$ cat config.mk
export PLATFORM = sky130hd
export DESIGN_NAME = alu_arbiter
export DESIGN_NICKNAME = d
export VERILOG_FILES = /design/src/rtl/alu_arbiter.sv
export SDC_FILE = /design/constraint.sdc
export NUM_CORES = 1
export LEC_CHECK = 0
export CAP_MARGIN = 10
export CORE_AREA = 4 4 121 123
export CTS_CLUSTER_DIAMETER = 50
export DETAILED_ROUTE_END_ITERATION = 7
export DIE_AREA = 0 0 125 127
export DONT_BUFFER_PORTS = 1
export GPL_ROUTABILITY_DRIVEN = 0
export PLACE_DENSITY = 0.44
export SKIP_CTS_REPAIR_TIMING = 1
export SLEW_MARGIN = 20
export SYNTH_ARGS = -nofsm -noshare
export SYNTH_HDL_FRONTEND = slang
export SYNTH_SLANG_ARGS = --single-unit
export TNS_END_PERCENT = 50
$ cat constraint.sdc
create_clock -name clk -period 3.4 [get_ports clk]
set_input_delay 0.85 -clock clk [delete_from_list [all_inputs] [get_ports clk]]
set_output_delay 0.85 -clock clk [all_outputs]
set_load 0.1 [all_outputs]
$ cat src/rtl/alu_arbiter.sv
// Round-robin arbiter sharing one combinational ALU between two requesters.
// One operation in flight: IDLE accepts, EXEC captures the ALU output, RESP holds it until taken.
module alu_arbiter #(
  parameter int WIDTH = 32,
  parameter int OPW   = 4
) (
  input  logic             clk,
  input  logic             reset,
  input  logic             req0_valid,
  output logic             req0_ready,
  input  logic [WIDTH-1:0] req0_a,
  input  logic [WIDTH-1:0] req0_b,
  input  logic [OPW-1:0]   req0_op,
  output logic             resp0_valid,
  input  logic             resp0_ready,
  output logic [WIDTH-1:0] resp0_result,
  output logic             resp0_zero,
  input  logic             req1_valid,
  output logic             req1_ready,
  input  logic [WIDTH-1:0] req1_a,
  input  logic [WIDTH-1:0] req1_b,
  input  logic [OPW-1:0]   req1_op,
  output logic             resp1_valid,
  input  logic             resp1_ready,
  output logic [WIDTH-1:0] resp1_result,
  output logic             resp1_zero,
  output logic [WIDTH-1:0] alu_src_a,
  output logic [WIDTH-1:0] alu_src_b,
  output logic [OPW-1:0]   alu_control,
  input  logic [WIDTH-1:0] alu_result,
  input  logic             alu_zero,
  output logic             busy
);

  localparam logic [1:0] IDLE = 2'd0;
  localparam logic [1:0] EXEC = 2'd1;
  localparam logic [1:0] RESP = 2'd2;

  logic [1:0]       state_reg;
  logic [WIDTH-1:0] op_a_reg;
  logic [WIDTH-1:0] op_b_reg;
  logic [OPW-1:0]   op_code_reg;
  logic [WIDTH-1:0] res_reg;
  logic             zf_reg;
  logic             gnt_reg;
  logic             prio_reg;

  logic [1:0]       req_valid;
  logic [1:0]       resp_ready;
  logic [1:0]       resp_valid;
  logic             winner;
  logic             take;

  assign req_valid  = {req1_valid, req0_valid};
  assign resp_ready = {resp1_ready, resp0_ready};

  // On a tie the prio requester wins; otherwise whoever is valid (req1 only if it alone is).
  always_comb begin
    winner = req_valid[1];
    if (req_valid == 2'b11) begin
      winner = prio_reg;
    end
  end

  assign take       = (state_reg == IDLE) && (|req_valid) && !reset;
  assign req0_ready = take && !winner;
  assign req1_ready = take && winner;

  genvar gi;
  generate
    for (gi = 0; gi < 2; gi++) begin : g_resp
      assign resp_valid[gi] = (state_reg == RESP) && (gnt_reg == 1'(gi));
    end
  endgenerate

  assign resp0_valid  = resp_valid[0];
  assign resp1_valid  = resp_valid[1];
  assign resp0_result = res_reg;
  assign resp1_result = res_reg;
  assign resp0_zero   = zf_reg;
  assign resp1_zero   = zf_reg;

  assign alu_src_a   = op_a_reg;
  assign alu_src_b   = op_b_reg;
  assign alu_control = op_code_reg;
  assign busy        = (state_reg != IDLE);

  always_ff @(posedge clk) begin
    if (reset) begin
      state_reg   <= IDLE;
      op_a_reg    <= '0;
      op_b_reg    <= '0;
      op_code_reg <= '0;
      res_reg     <= '0;
      zf_reg      <= 1'b0;
      gnt_reg     <= 1'b0;
      prio_reg    <= 1'b0;
    end else begin
      case (state_reg)
        IDLE: begin
          if (|req_valid) begin
            op_a_reg    <= winner ? req1_a  : req0_a;
            op_b_reg    <= winner ? req1_b  : req0_b;
            op_code_reg <= winner ? req1_op : req0_op;
            gnt_reg     <= winner;
            state_reg   <= EXEC;
          end
        end
        EXEC: begin
          res_reg   <= alu_result;
          zf_reg    <= alu_zero;
          state_reg <= RESP;
        end
        RESP: begin
          // Only the owner's ready completes the transfer; the other side is ignored.
          if (resp_ready[gnt_reg]) begin
            prio_reg  <= ~gnt_reg;
            state_reg <= IDLE;
          end
        end
        default: state_reg <= IDLE;
      endcase
    end
  end

endmodule

Word-level counts from Yosys, hierarchy flattened
Cells that the tools add are included.

Flip-flop bits (word level): 105. Input bits: 175. Output and inout bits: 139. Word-level logic and storage cells: 38.

$lt $le $gt $ge: 1. Eq/ne operators: 5. Muxes and demuxes: 9. Bitwise gates (word level): 1. Reductions and logical operators: 14.

Operators by type and width (number): two-way mux 32 bit (2); logical AND 1 bit (6); case mux 2 bit (3 select lines) (1); AND reduction 2 bit (3); equality test 2 bit, second input constant (2); two-way mux 2 bit (2); two-way mux 4 bit (1); != test 2 x 1 -> 1 bit, second input constant (2); two-way mux 1 bit (3); equality test 2 x 1 -> 1 bit, second input constant (1); zero test 1 bit (2); zero test 2 bit (1); < comparator 1 x 2 -> 1 bit, second input constant (1); nonzero test 2 bit (1); OR reduction 2 bit (1); inverter 1 bit (1).

Logic depth before layout (Yosys ltp)
Gate-level depths: netlist of the first run.

Word-level depth: 4. Gate-level depth with buffers: 6.

Worst setup path before layout of the first run
Ideal clock, no wire load.

Kind: register to output. From: register state_reg[1]. To: output port resp0_valid. Arrival: 2.011 ns. Required time: 2.550 ns. Slack: 0.539 ns. Cell stages (with the launch flop): 3. Buffers on the path: 0. Cell sequence: dfxtp_1 nor2b_1 nor2b_1.

Cells in the longest elaborated chain, start to end: 2.

RTL lines: from (decl) (RTL line 39) `logic [1:0] state_reg;`; from (signal assigned) (RTL line 90) `state_reg <= IDLE;`; from (signal assigned) (RTL line 106) `state_reg <= EXEC;`; from (signal assigned) (RTL line 112) `state_reg <= RESP;`; equality test 2 bit (RTL line 72) `assign resp_valid[gi] = (state_reg == RESP) && (gnt_reg == 1'(gi));`; logical AND 1 bit (RTL line 72); to (decl) (RTL line 14) `output logic resp0_valid,`.

Every way passes these cells.

Worst setup path after layout of the first run
From: register state_reg[1]. To: output port req0_ready.

Cells in the longest elaborated chain, start to end: 4.

RTL lines: zero test 2 bit (RTL line 65) `assign take = (state_reg == IDLE) && (|req_valid) && !reset;`; logical AND 1 bit (2 in series) (RTL line 65); logical AND 1 bit (RTL line 66) `assign req0_ready = take && !winner;`; to (decl) (RTL line 10) `output logic req0_ready,`.

Every way passes these cells.

==> reports/qor_table.md, run 1 <==
| Quantity | This run |
|---|---|
| Sinks on Clock Net | 105 |
| Total count of hold-check failures in the final report | 0 |
| Origin of the worst min-delay path | gnt_reg$_SDFFE_PP0P_ |
| Worst Tran Pin Value | 1050 ps |
| Worst hold-check path type | reg -> reg |
| Max-cap viol count | 0 |
| Die footprint | 15,900 µm² |
| Setup repair after global routing missed its margin | no |
| Deepest level of the CTS H-tree | 3 |
| Delay of the slowest cell on the worst path | 480 ps |
| Post-synth EDFFs | 0 |
| TritonCTS clock tree | yes |
| Worst Hold Path Cells | 1 |
| Register bit total from synthesis | 105 |
| Reg clk slew, reported paths | 70 ps |
| Buffers and inverters on the worst path | 2 |
| Number of DRC markers after the initial detailed-route iteration | 93 |
| FILL cells | 1,435 |
| Number of global-route vias before repair | 3,288 |
| Total leakage power | 2.11 nW |
| Via total after detailed routing | 3,087 |
| Post-layout net count | 577 |
| Wirelength, routed | 11.4 mm |
| Worst setup skew after layout | 4.46 ps |
| Peak fanout along the critical path | 4 |
| Floorplan die height | 127 µm |
| Input/output buffers | 0 |
| Number of placed I/O pins | 314 |
| Number of buffers added by the clock tree synthesis step | 9 |
| Number of warnings reported in the yosys synthesis log | 0 |
| Fraction of layout instances using a drive strength above 1 | 0.163 |
| Worst-case register-to-register setup slack | 1180 ps |
| Antenna violations before repair | 0 |
| Final setup violation count | 0 |
| Worst slew margin | 0.302 |
| Critical path class | reg -> out |
| Root buf cell | sky130_fd_sc_hd__clkbuf_16 |
| Largest delay contributor family on the critical path | buffers and inverters |
| Startpoint Class | flip-flop |
| Endpoint of the worst hold-timing path | gnt_reg$_SDFFE_PP0P_ |
| Summed instance area of the synthesized netlist | 4250 µm² |
| Antenna diode count | 0 |
| Final Slew Violations | 0 |
| Count of cells along the worst register-to-register path | 6 |
| Largest net degree at the start of global routing | 70 |
| Place WS | 786 ps |
| Highest Clock Rate | 372 MHz |
| Startpoint of the lowest-slack register-to-register path | state_reg[1]$_SDFFE_PP0P_ |
| Overall power of the completed layout | 0.00383 W |
| Minimum setup slack in the final design | 710 ps |
| Sum of negative setup slack | 0 ps |
| Horiz. Die Dim | 125 µm |
| Total global-route track usage | 0.139 |
| Post-route worst hold slack | 561 ps |
| First-pass GRT wire length | 17.5 mm |
| Sequential area share after synthesis | 0.495 |
| Initial Util | 0.311 |
| Crit share post-route | 0.791 |
| Final HPWL from detailed placement | 8.32 mm |
| Largest area contributor in the netlist | sky130_fd_sc_hd__dfxtp_1 |
| DR pass1 iterations | 4 |
| Instance count of the mapped netlist | 445 |
| Count of nets left with antenna violations after detail routing | 0 |
| Core region area | 13,700 µm² |
| Type of element capturing the critical path | output pin |
| Biggest area contributors in the synthesized netlist | sky130_fd_sc_hd__dfxtp_1 (49%), sky130_fd_sc_hd__a22o_1 (11%), sky130_fd_sc_hd__a21o_1 (9.4%), sky130_fd_sc_hd__nand2_1 (7.5%), sky130_fd_sc_hd__buf_4 (5.8%) |
| Post-Synthesis Mean Instance Area | 9.55 µm² |
| Crit Reg-Reg Endpoint | alu_src_a[9]$_SDFFE_PP0P_ |
| Post-layout minimum cycle time | 2690 ps |
| Routed len/inst | 19.5 µm |
| Clock network latency to the later pin of the worst-skew pair | 340 ps |
| Cell breakdown of the critical path | nor2_4 > inv_2 > a2111oi_4 > buf_16 |
| Share of Yosys cell area claimed by the top area cell type | 0.495 |
| Highest ir drop seen on vdd | 268 µV |
| Number of placement rows | 43 |
| Run status | finished clean |
| Via density per instance | 5.27 |
| Asr flop ratio synth | 0 |
| Syn_nets | 620 |
| Maximum root-to-sink buffer count | 2 |
| Library cell contributing the largest single delay on the critical path | sky130_fd_sc_hd__a2111oi_4 |
| Data arrival, critical path | 1840 ps |
| Number of distinct library cells after synthesis | 25 |
| Dominant synthesized flop cell | sky130_fd_sc_hd__dfxtp_1 |
| DRC Markers | 0 |
| Area growth from synthesis to layout | 6.30% |
| Total global routing overflow | 0 |
| Pwr per Cell Area | 847 nW/µm² |
| Required time at the worst-slack endpoint | 2550 ps |
[how the worst max path moves through the flow]
stage	end	slack (ps)	cells past startpoint	startpoint
floorplan	resp0_valid	540	2	state_reg[1]$_SDFFE_PP0P_
global placement	req0_ready	770	3	req0_valid
detailed placement	req0_ready	790	3	req0_valid
CTS	req0_ready	590	4	state_reg[1]$_SDFFE_PP0P_
global route	req0_ready	560	4	state_reg[1]$_SDFFE_PP0P_
finish	req0_ready	710	4	state_reg[1]$_SDFFE_PP0P_
[cell usage after synthesis, types with 2 or more instances]
| library cell | count |
|---|---|
| sky130_fd_sc_hd__mux2i_1 | 17 |
| sky130_fd_sc_hd__a22o_1 | 52 |
| sky130_fd_sc_hd__buf_4 | 33 |
| sky130_fd_sc_hd__clkbuf_1 | 20 |
| sky130_fd_sc_hd__o21ai_1 | 3 |
| sky130_fd_sc_hd__a21oi_1 | 36 |
| sky130_fd_sc_hd__nor2_1 | 2 |
| sky130_fd_sc_hd__o21ai_0 | 13 |
| sky130_fd_sc_hd__nand2_1 | 85 |
| sky130_fd_sc_hd__a21o_1 | 53 |
| sky130_fd_sc_hd__dfxtp_1 | 105 |
| sky130_fd_sc_hd__buf_2 | 6 |
| sky130_fd_sc_hd__inv_1 | 2 |
| sky130_fd_sc_hd__buf_6 | 5 |
| sky130_fd_sc_hd__nor2b_1 | 3 |
[metrics by stage]
stage | util | cell area, µm² | std cells
after detailed placement | 0.309 | 4220 | 571
after CTS | 0.331 | 4520 | 586
after floorplan | - | 4250 | 445
after global placement | 0.309 | 4220 | 571
final | 0.331 | 4520 | 586
after global routing | 0.331 | 4520 | 586
[worst reg2reg max path: stages (launching register included)]
cell	delay, ps
sky130_fd_sc_hd__dfxtp_1	360
sky130_fd_sc_hd__nor2_4	160
sky130_fd_sc_hd__inv_2	260
sky130_fd_sc_hd__a2111oi_4	480
sky130_fd_sc_hd__buf_4	550
sky130_fd_sc_hd__a22o_1	270
sky130_fd_sc_hd__a21o_1	90
[cells by family (layout without fill, tap and decap cells)]
| kind of cell | Yosys count | in the layout | share of synthesized area |
|---|---|---|---|
| compound gates | 160 | 160 | 0.274 |
| buf+inv | 67 | 28 | 0.0989 |
| flops | 105 | 105 | 0.495 |
| mux | 17 | 17 | 0.0400 |
| simple gates | 96 | 96 | 0.0921 |
[cells in the final DEF (no fill, tap or decap)]
master / instances
sky130_fd_sc_hd__buf_4: 9
sky130_fd_sc_hd__and2_1: 1
sky130_fd_sc_hd__clkinv_4: 1
sky130_fd_sc_hd__a22o_1: 52
sky130_fd_sc_hd__nand2_1: 85
sky130_fd_sc_hd__clkinvlp_4: 2
sky130_fd_sc_hd__mux2i_1: 17
sky130_fd_sc_hd__a2111oi_4: 1
sky130_fd_sc_hd__clkbuf_8: 1
sky130_fd_sc_hd__nor3_4: 1
sky130_fd_sc_hd__dfxtp_1: 72
sky130_fd_sc_hd__o21ai_0: 13
sky130_fd_sc_hd__dfxtp_2: 33
sky130_fd_sc_hd__nor2b_2: 2
sky130_fd_sc_hd__or2_1: 1
sky130_fd_sc_hd__clkbuf_16: 9
sky130_fd_sc_hd__buf_16: 1
sky130_fd_sc_hd__a21oi_4: 1
sky130_fd_sc_hd__o21ai_4: 1
sky130_fd_sc_hd__clkbuf_1: 1
sky130_fd_sc_hd__inv_1: 2
sky130_fd_sc_hd__bufinv_16: 1
sky130_fd_sc_hd__nor2_4: 1
sky130_fd_sc_hd__inv_2: 1
sky130_fd_sc_hd__a21oi_1: 36
sky130_fd_sc_hd__nor2_1: 2
sky130_fd_sc_hd__nor2b_1: 1
sky130_fd_sc_hd__or2_2: 1
sky130_fd_sc_hd__nand2b_1: 1
sky130_fd_sc_hd__o21ai_1: 3
sky130_fd_sc_hd__a21o_1: 53
[area by class of cell]
type,instances,area [µm²],area share
repair buffers,10,95.1,0.0210
flip-flops and latches,105,2140,0.474
clock buffers,11,243,0.0537
inverters,3,11.3,0.00249
clock inverters,4,53.8,0.0119
well taps,180,225,0.0498
multi-input cells,273,1750,0.387
[layer usage]
layer | global-route usage | share of wire
met3 | 0.0627 | 0.11
met2 | 0.249 | 0.51
met5 | 0 | 0
met1 | 0.137 | 0.35
met4 | 0.0689 | 0.027
[report_power, final]
group,total (W),internal (W),leakage (nW),switching (W)
sequential,0.00246,0.00135,0.878,0.00111
combinational,0.000330,0.000142,1.09,0.000188
clock,0.00104,0.000589,0.138,0.000450
total,0.00383,0.00208,2.11,0.00174
Power figures use the tool's default switching activity.
==> inputs of run 2 (changes only) <==
--- a/config.mk
+++ b/config.mk
@@ -6,13 +6,13 @@
 export NUM_CORES = 1
 export LEC_CHECK = 0
 export CAP_MARGIN = 10
-export CORE_AREA = 4 4 121 123
+export CORE_AREA = 4 4 119 121
 export CTS_CLUSTER_DIAMETER = 50
 export DETAILED_ROUTE_END_ITERATION = 7
-export DIE_AREA = 0 0 125 127
+export DIE_AREA = 0 0 123 125
 export DONT_BUFFER_PORTS = 1
 export GPL_ROUTABILITY_DRIVEN = 0
-export PLACE_DENSITY = 0.44
+export PLACE_DENSITY = 0.47
 export SKIP_CTS_REPAIR_TIMING = 1
 export SLEW_MARGIN = 20
 export SYNTH_ARGS = -nofsm -noshare
==> constraint.sdc (replaced) <==
create_clock -name clk -period 2.35 [get_ports clk]
set_input_delay 0.5875 -clock clk [delete_from_list [all_inputs] [get_ports clk]]
set_output_delay 0.5875 -clock clk [all_outputs]
set_load 0.1 [all_outputs]
==> reports/qor_table.md, run 2 (synthesis results as in run 1) <==
| Quantity | This run | Delta |
|---|---|---|
| Largest net degree at the start of global routing | 56 | -20% |
| Origin of the worst min-delay path | reset |  |
| Peak fanout along the critical path | 4 | unchanged |
| Total leakage power | 2.67 nW | +27% |
| Via density per instance | 4.95 | -6.1% |
| Top Layer Used | met4 |  |
| Initial Util | 0.325 | +0.0138 |
| Number of placed instances with taps included | 672 | +18% |
| Layout Utilization | 0.406 | +0.0751 |
| Run status | finished clean |  |
| Via total after detailed routing | 3,403 | +10% |
| Reg clk slew, reported paths | 70 ps | about the same |
| Final std cells w/o fill | 688 | +17% |
| Input/output buffers | 0 | unchanged |
| Met1 layer wirelength in the final routing | 4.21 mm | +5.4% |
| Source of the critical timing path | state_reg[1]$_SDFFE_PP0P_ |  |
| Sinks on Clock Net | 105 | unchanged |
| Number of DRC markers after the initial detailed-route iteration | 69 | -26% |
| Cell breakdown of the critical path | nor2_4 > inv_2 > a2111oi_4 > buf_16 |  |
| Final setup violation count | 0 | unchanged |
| Worst slew margin | 0.625 | +0.323 |
| Startpoint Class | flip-flop |  |
| Floorplan die height | 125 µm | -1.6% |
| Commonest non-fill, non-tap cell in the layout | sky130_fd_sc_hd__buf_4 |  |
| Die footprint | 15,400 µm² | -3.1% |
| Antenna violations before repair | 0 | unchanged |
| Buffers and inverters on the worst path | 2 | unchanged |
| Max-cap viol count | 0 | unchanged |
| DRC Markers | 0 | unchanged |
| Final HPWL from detailed placement | 9.15 mm | +10% |
| Fraction of layout instances using a drive strength above 1 | 0.338 | +0.175 |
| Number of buffers added by the clock tree synthesis step | 9 | unchanged |
| Data arrival, critical path | 1560 ps | -280 ps |
| Critical path class | reg -> out |  |
| Clock power frac | 0.251 | -0.020 |
| Number of placement rows | 42 | -2.3% |
| Count of nets left with antenna violations after detail routing | 0 | unchanged |
| Total global-route track usage | 0.154 | +0.0147 |
| Part of the total power dissipated in combinational logic | 0.396 | +0.310 |
| Sum of negative setup slack | 0 ps | unchanged |
| Wirelength, routed | 12.0 mm | +5.1% |
| Net switching power of the design | 0.00257 W | +47% |
| Largest delay contributor family on the critical path | compound AO/OA/AOI/OAI gates |  |
| TritonCTS clock tree | yes |  |
| Overall power of the completed layout | 0.00573 W | +50% |
| FILL cells | 1,310 | -8.7% |
| Library cell contributing the largest single delay on the critical path | sky130_fd_sc_hd__a2111oi_4 |  |
| Crit share post-route | 0.913 |  |
| Post-layout minimum cycle time | 2150 ps |  |
| Clock network latency to the later pin of the worst-skew pair | 340 ps | about the same |
| Commonest non-fill, non-tap cells in the layout | sky130_fd_sc_hd__buf_4 (113), sky130_fd_sc_hd__nand2_1 (85), sky130_fd_sc_hd__dfxtp_1 (72) |  |
| First-pass GRT wire length | 18.5 mm | +5.4% |
| Delay of the slowest cell on the worst path | 370 ps | -110 ps |
| Maximum root-to-sink buffer count | 2 | unchanged |
| Required time at the worst-slack endpoint | 1760 ps | -790 ps |
| Root buf cell | sky130_fd_sc_hd__clkbuf_16 |  |
| Worst hold-check path type | in -> reg |  |
| Total global routing overflow | 0 | unchanged |
| Worst Tran Pin Value | 562 ps | -485 ps |
| Seq pwr share | 0.352 | -0.290 |
| Type of element capturing the critical path | output pin |  |
| Worst setup skew after layout | 6.94 ps | +2.48 ps |
| Post-layout net count | 682 | +18% |
| Routed len/inst | 17.4 µm | -11% |
| Number of global-route vias before repair | 3,527 | +7.3% |
| Final Slew Violations | 0 | unchanged |
| Setup repair after global routing missed its margin | no |  |
| Area growth from synthesis to layout | 24.9% |  |
| Antenna diode count | 0 | unchanged |
| Met3 routed WL | 1.29 mm | unchanged |
| Post-route worst hold slack | 322 ps | -239 ps |
| Total count of hold-check failures in the final report | 0 | unchanged |
| Number of placed I/O pins | 314 | unchanged |
| Deepest level of the CTS H-tree | 3 | unchanged |
| Horiz. Die Dim | 123 µm | -1.6% |
| Pwr per Cell Area | 1080 nW/µm² | +27% |
| Startpoint of the lowest-slack register-to-register path | state_reg[1]$_SDFFE_PP0P_ |  |
| Power Internal | 0.00316 W | +51% |
| Highest Clock Rate | 466 MHz |  |
| Total met2 wirelength after detailed routing | 6.22 mm | +6.9% |
| Core region area | 13,100 µm² | -4.2% |
| Switch share | 0.449 | -0.00674 |
| Highest ir drop seen on vdd | 454 µV | +69% |
| DR pass1 iterations | 4 | unchanged |
==> run 2: worst reg2reg max path, stage by stage (launching register included) <==
cell                        delay, ps
sky130_fd_sc_hd__dfxtp_1          360
sky130_fd_sc_hd__nor2_4           170
sky130_fd_sc_hd__inv_2             90
sky130_fd_sc_hd__a2111oi_4        370
sky130_fd_sc_hd__buf_4            450
sky130_fd_sc_hd__a22o_1           230
sky130_fd_sc_hd__a21o_1            80
==> run 2: through the flow <==
step	instance area [µm²]	worst slack [ps]
after global placement	5020	333
final	5310	204
after CTS	5310	127
after global routing	5310	78.3
after floorplan	4250	57.9
after detailed placement	5020	334
==> run 2: cell type report <==
class | instances | area, µm² | area share
flip-flops and latches | 105 | 2140 | 0.404
multi-input cells | 273 | 1750 | 0.329
repair buffers | 115 | 896 | 0.169
clock buffers | 11 | 253 | 0.0476
well taps | 176 | 220 | 0.0415
clock inverters | 5 | 38.8 | 0.00731
inverters | 3 | 11.3 | 0.00212
==> run 2: final timing paths <==
check                           depth (start not counted)  slack [ps]                           end
worst max-delay path                                    4         200                    req0_ready
worst min-delay path                                    1         320  resp0_result[2]$_SDFFE_PP0N_
worst max register to register                          6         560    alu_src_a[13]$_SDFFE_PP0P_
worst min register to register                          2         450  resp0_result[7]$_SDFFE_PP0N_
==> run 2: metal layers <==
layer	vias up	track usage
met5	-	0
met4	0	0.0684
met3	20	0.0542
met2	194	0.279
met1	1549	0.157
li1	1640	-
==> run 2: power by group through the flow <==
stage                     Combinational (W)  Clock, W  Sequential (W)
after floorplan                    0.000742         0         0.00327
after global placement              0.00227         0         0.00206
after detailed placement            0.00228         0         0.00206
after CTS                           0.00229   0.00150         0.00202
after global routing                0.00236   0.00158         0.00204
final                               0.00227   0.00144         0.00202
==> inputs of run 3 (changes only) <==
--- a/config.mk
+++ b/config.mk
@@ -5,14 +5,16 @@
 export SDC_FILE = /design/constraint.sdc
 export NUM_CORES = 1
 export LEC_CHECK = 0
+export ABC_CLOCK_PERIOD_IN_PS = 2350
 export CAP_MARGIN = 10
 export CORE_AREA = 4 4 119 121
 export CTS_CLUSTER_DIAMETER = 50
+export CTS_CLUSTER_SIZE = 28
 export DETAILED_ROUTE_END_ITERATION = 7
 export DIE_AREA = 0 0 123 125
 export DONT_BUFFER_PORTS = 1
 export GPL_ROUTABILITY_DRIVEN = 0
-export PLACE_DENSITY = 0.47
+export PLACE_DENSITY = 0.53
 export SKIP_CTS_REPAIR_TIMING = 1
 export SLEW_MARGIN = 20
 export SYNTH_ARGS = -nofsm -noshare
==> reports/qor_table.md, run 3 (synthesis results as in run 1) <==
| Quantity | This run | Delta |
|---|---|---|
| Run status | finished clean |  |
| Largest net degree at the start of global routing | 47 | -16% |
| Library cell contributing the largest single delay on the critical path | sky130_fd_sc_hd__a2111oi_4 |  |
| Overall power of the completed layout | 0.00578 W | +0.85% |
| First-pass GRT wire length | 18.3 mm | -1.0% |
| Critical path class | reg -> out |  |
| DRC Markers | 0 | unchanged |
| Initial Util | 0.325 | unchanged |
| Worst slew margin | 0.616 | -0.00959 |
| Root buf cell | sky130_fd_sc_hd__clkbuf_16 |  |
| Final setup violation count | 0 | unchanged |
| Post-layout net count | 683 | +0.15% |
| Fraction of layout instances using a drive strength above 1 | 0.339 | +0.00129 |
| DR pass1 iterations | 4 | unchanged |
| Worst-case register-to-register setup slack | 540 ps | -20 ps |
| Minimum setup slack in the final design | 189 ps | -15.0 ps |
| Max-cap viol count | 0 | unchanged |
| Type of element capturing the critical path | output pin |  |
| Deepest level of the CTS H-tree | 3 | unchanged |
| Reg clk slew, reported paths | 70 ps | about the same |
| Die footprint | 15,400 µm² | unchanged |
| Count of nets left with antenna violations after detail routing | 0 | unchanged |
| Place WS | 344 ps | +10.7 ps |
| Commonest non-fill, non-tap cell in the layout | sky130_fd_sc_hd__buf_4 |  |
| Total global-route track usage | 0.153 | -0.000768 |
| Required time at the worst-slack endpoint | 1760 ps | about the same |
| Worst Tran Pin Value | 576 ps | +14.4 ps |
| Wirelength, routed | 12.1 mm | +0.58% |
| Number of placed I/O pins | 314 | unchanged |
| Total leakage power | 2.68 nW | +0.32% |
| Highest ir drop seen on vdd | 476 µV | +4.7% |
| Data arrival, critical path | 1570 ps | about the same |
| Floorplan die height | 125 µm | unchanged |
| Setup repair after global routing missed its margin | no |  |
| Via density per instance | 4.97 | +0.44% |
| Final HPWL from detailed placement | 9.34 mm | +2.1% |
| Peak fanout along the critical path | 4 | unchanged |
| Number of placement rows | 42 | unchanged |
| Clock network latency to the later pin of the worst-skew pair | 350 ps | about the same |
| Crit share post-route | 0.920 | +0.00637 |
| Routed len/inst | 17.5 µm | +0.43% |
| Highest Clock Rate | 463 MHz | -0.69% |
| Final Slew Violations | 0 | unchanged |
| Commonest non-fill, non-tap cells in the layout | sky130_fd_sc_hd__buf_4 (114), sky130_fd_sc_hd__nand2_1 (85), sky130_fd_sc_hd__dfxtp_1 (72) |  |
| Final std cells w/o fill | 689 | +0.15% |
| Number of buffers added by the clock tree synthesis step | 9 | unchanged |
| Input/output buffers | 0 | unchanged |
| TritonCTS clock tree | yes |  |
| Startpoint Class | flip-flop |  |
| Core region area | 13,100 µm² | unchanged |
| Sum of negative setup slack | 0 ps | unchanged |
| Worst setup skew after layout | 9.55 ps | +2.60 ps |
| Antenna diode count | 0 | unchanged |
| Layout Utilization | 0.407 | +0.00124 |
| Number of placed instances with taps included | 673 | +0.15% |
| Post-layout minimum cycle time | 2160 ps | +15.0 ps |
| Number of DRC markers after the initial detailed-route iteration | 143 | +110% |
| Delay of the slowest cell on the worst path | 370 ps | about the same |
| Worst hold-check path type | in -> reg |  |
| Maximum root-to-sink buffer count | 2 | unchanged |
| Area growth from synthesis to layout | 25.3% |  |
| Horiz. Die Dim | 123 µm | unchanged |
| Via total after detailed routing | 3,423 | +0.59% |
| Antenna violations before repair | 0 | unchanged |
| Number of global-route vias before repair | 3,531 | +0.11% |
| Total global routing overflow | 0 | unchanged |
| Total count of hold-check failures in the final report | 0 | unchanged |
| Sinks on Clock Net | 105 | unchanged |
| Cell breakdown of the critical path | nor2_4 > inv_2 > a2111oi_4 > buf_16 |  |
| Pwr per Cell Area | 1080 nW/µm² | +0.55% |
-- run 3: changes by cell type in the layout (fill, tap and decap cells not counted) --
cell / change
sky130_fd_sc_hd__clkinv_4: -1
sky130_fd_sc_hd__clkinv_2: -1
sky130_fd_sc_hd__inv_6: +1
sky130_fd_sc_hd__buf_4: +1
sky130_fd_sc_hd__clkbuf_8: +1
-- run 3: through the flow --
stage / cell area (µm²) / hold slack [ps]
after CTS: 5330 / 290
after detailed placement: 5020 / 439
final: 5330 / 326
after floorplan: 4250 / 517
after global placement: 5020 / 434
after global routing: 5330 / 289
-- run 3: per-layer routing --
| layer | global-route usage | vias to the layer above | wire length [µm] |
|---|---|---|---|
| met5 | 0 | - | 0 |
| met4 | 0.0489 | 0 | 183 |
| met3 | 0.0637 | 18 | 1290 |
| met2 | 0.268 | 203 | 6190 |
| met1 | 0.166 | 1557 | 4390 |
| li1 | - | 1645 | - |
-- run 3: cell type report --
cell class              count  area [µm²]
fillers                  1303        7760
flip-flops and latches    105        2140
multi-input cells         273        1750
repair buffers            116         903
clock buffers              12         267
well taps                 176         220
clock inverters             4        33.8
inverters                   3        11.3
-- run 3: path summary, 6_finish.rpt --
kind / cells after the start / end / from
max: 4 / req0_ready / state_reg[1]$_SDFFE_PP0P_
max reg2reg: 6 / alu_src_b[11]$_SDFFE_PP0P_ / state_reg[1]$_SDFFE_PP0P_
min reg2reg: 2 / resp0_result[0]$_SDFFE_PP0N_ / resp0_result[0]$_SDFFE_PP0N_
min: 1 / resp0_result[1]$_SDFFE_PP0N_ / reset
-- run 3: report_power, final --
group | internal (W) | switching [W] | total, W
Clock | 0.000816 | 0.000669 | 0.00148
Combinational | 0.000416 | 0.00185 | 0.00227
Sequential | 0.00196 | 0.0000650 | 0.00202
-- run 3: worst max-delay path, delay by kind of cell, from the launching register on --
kind	cells	cell delay, ps
compound gates	1	370
flops	1	350
buf+inv	2	330
simple gates	1	170
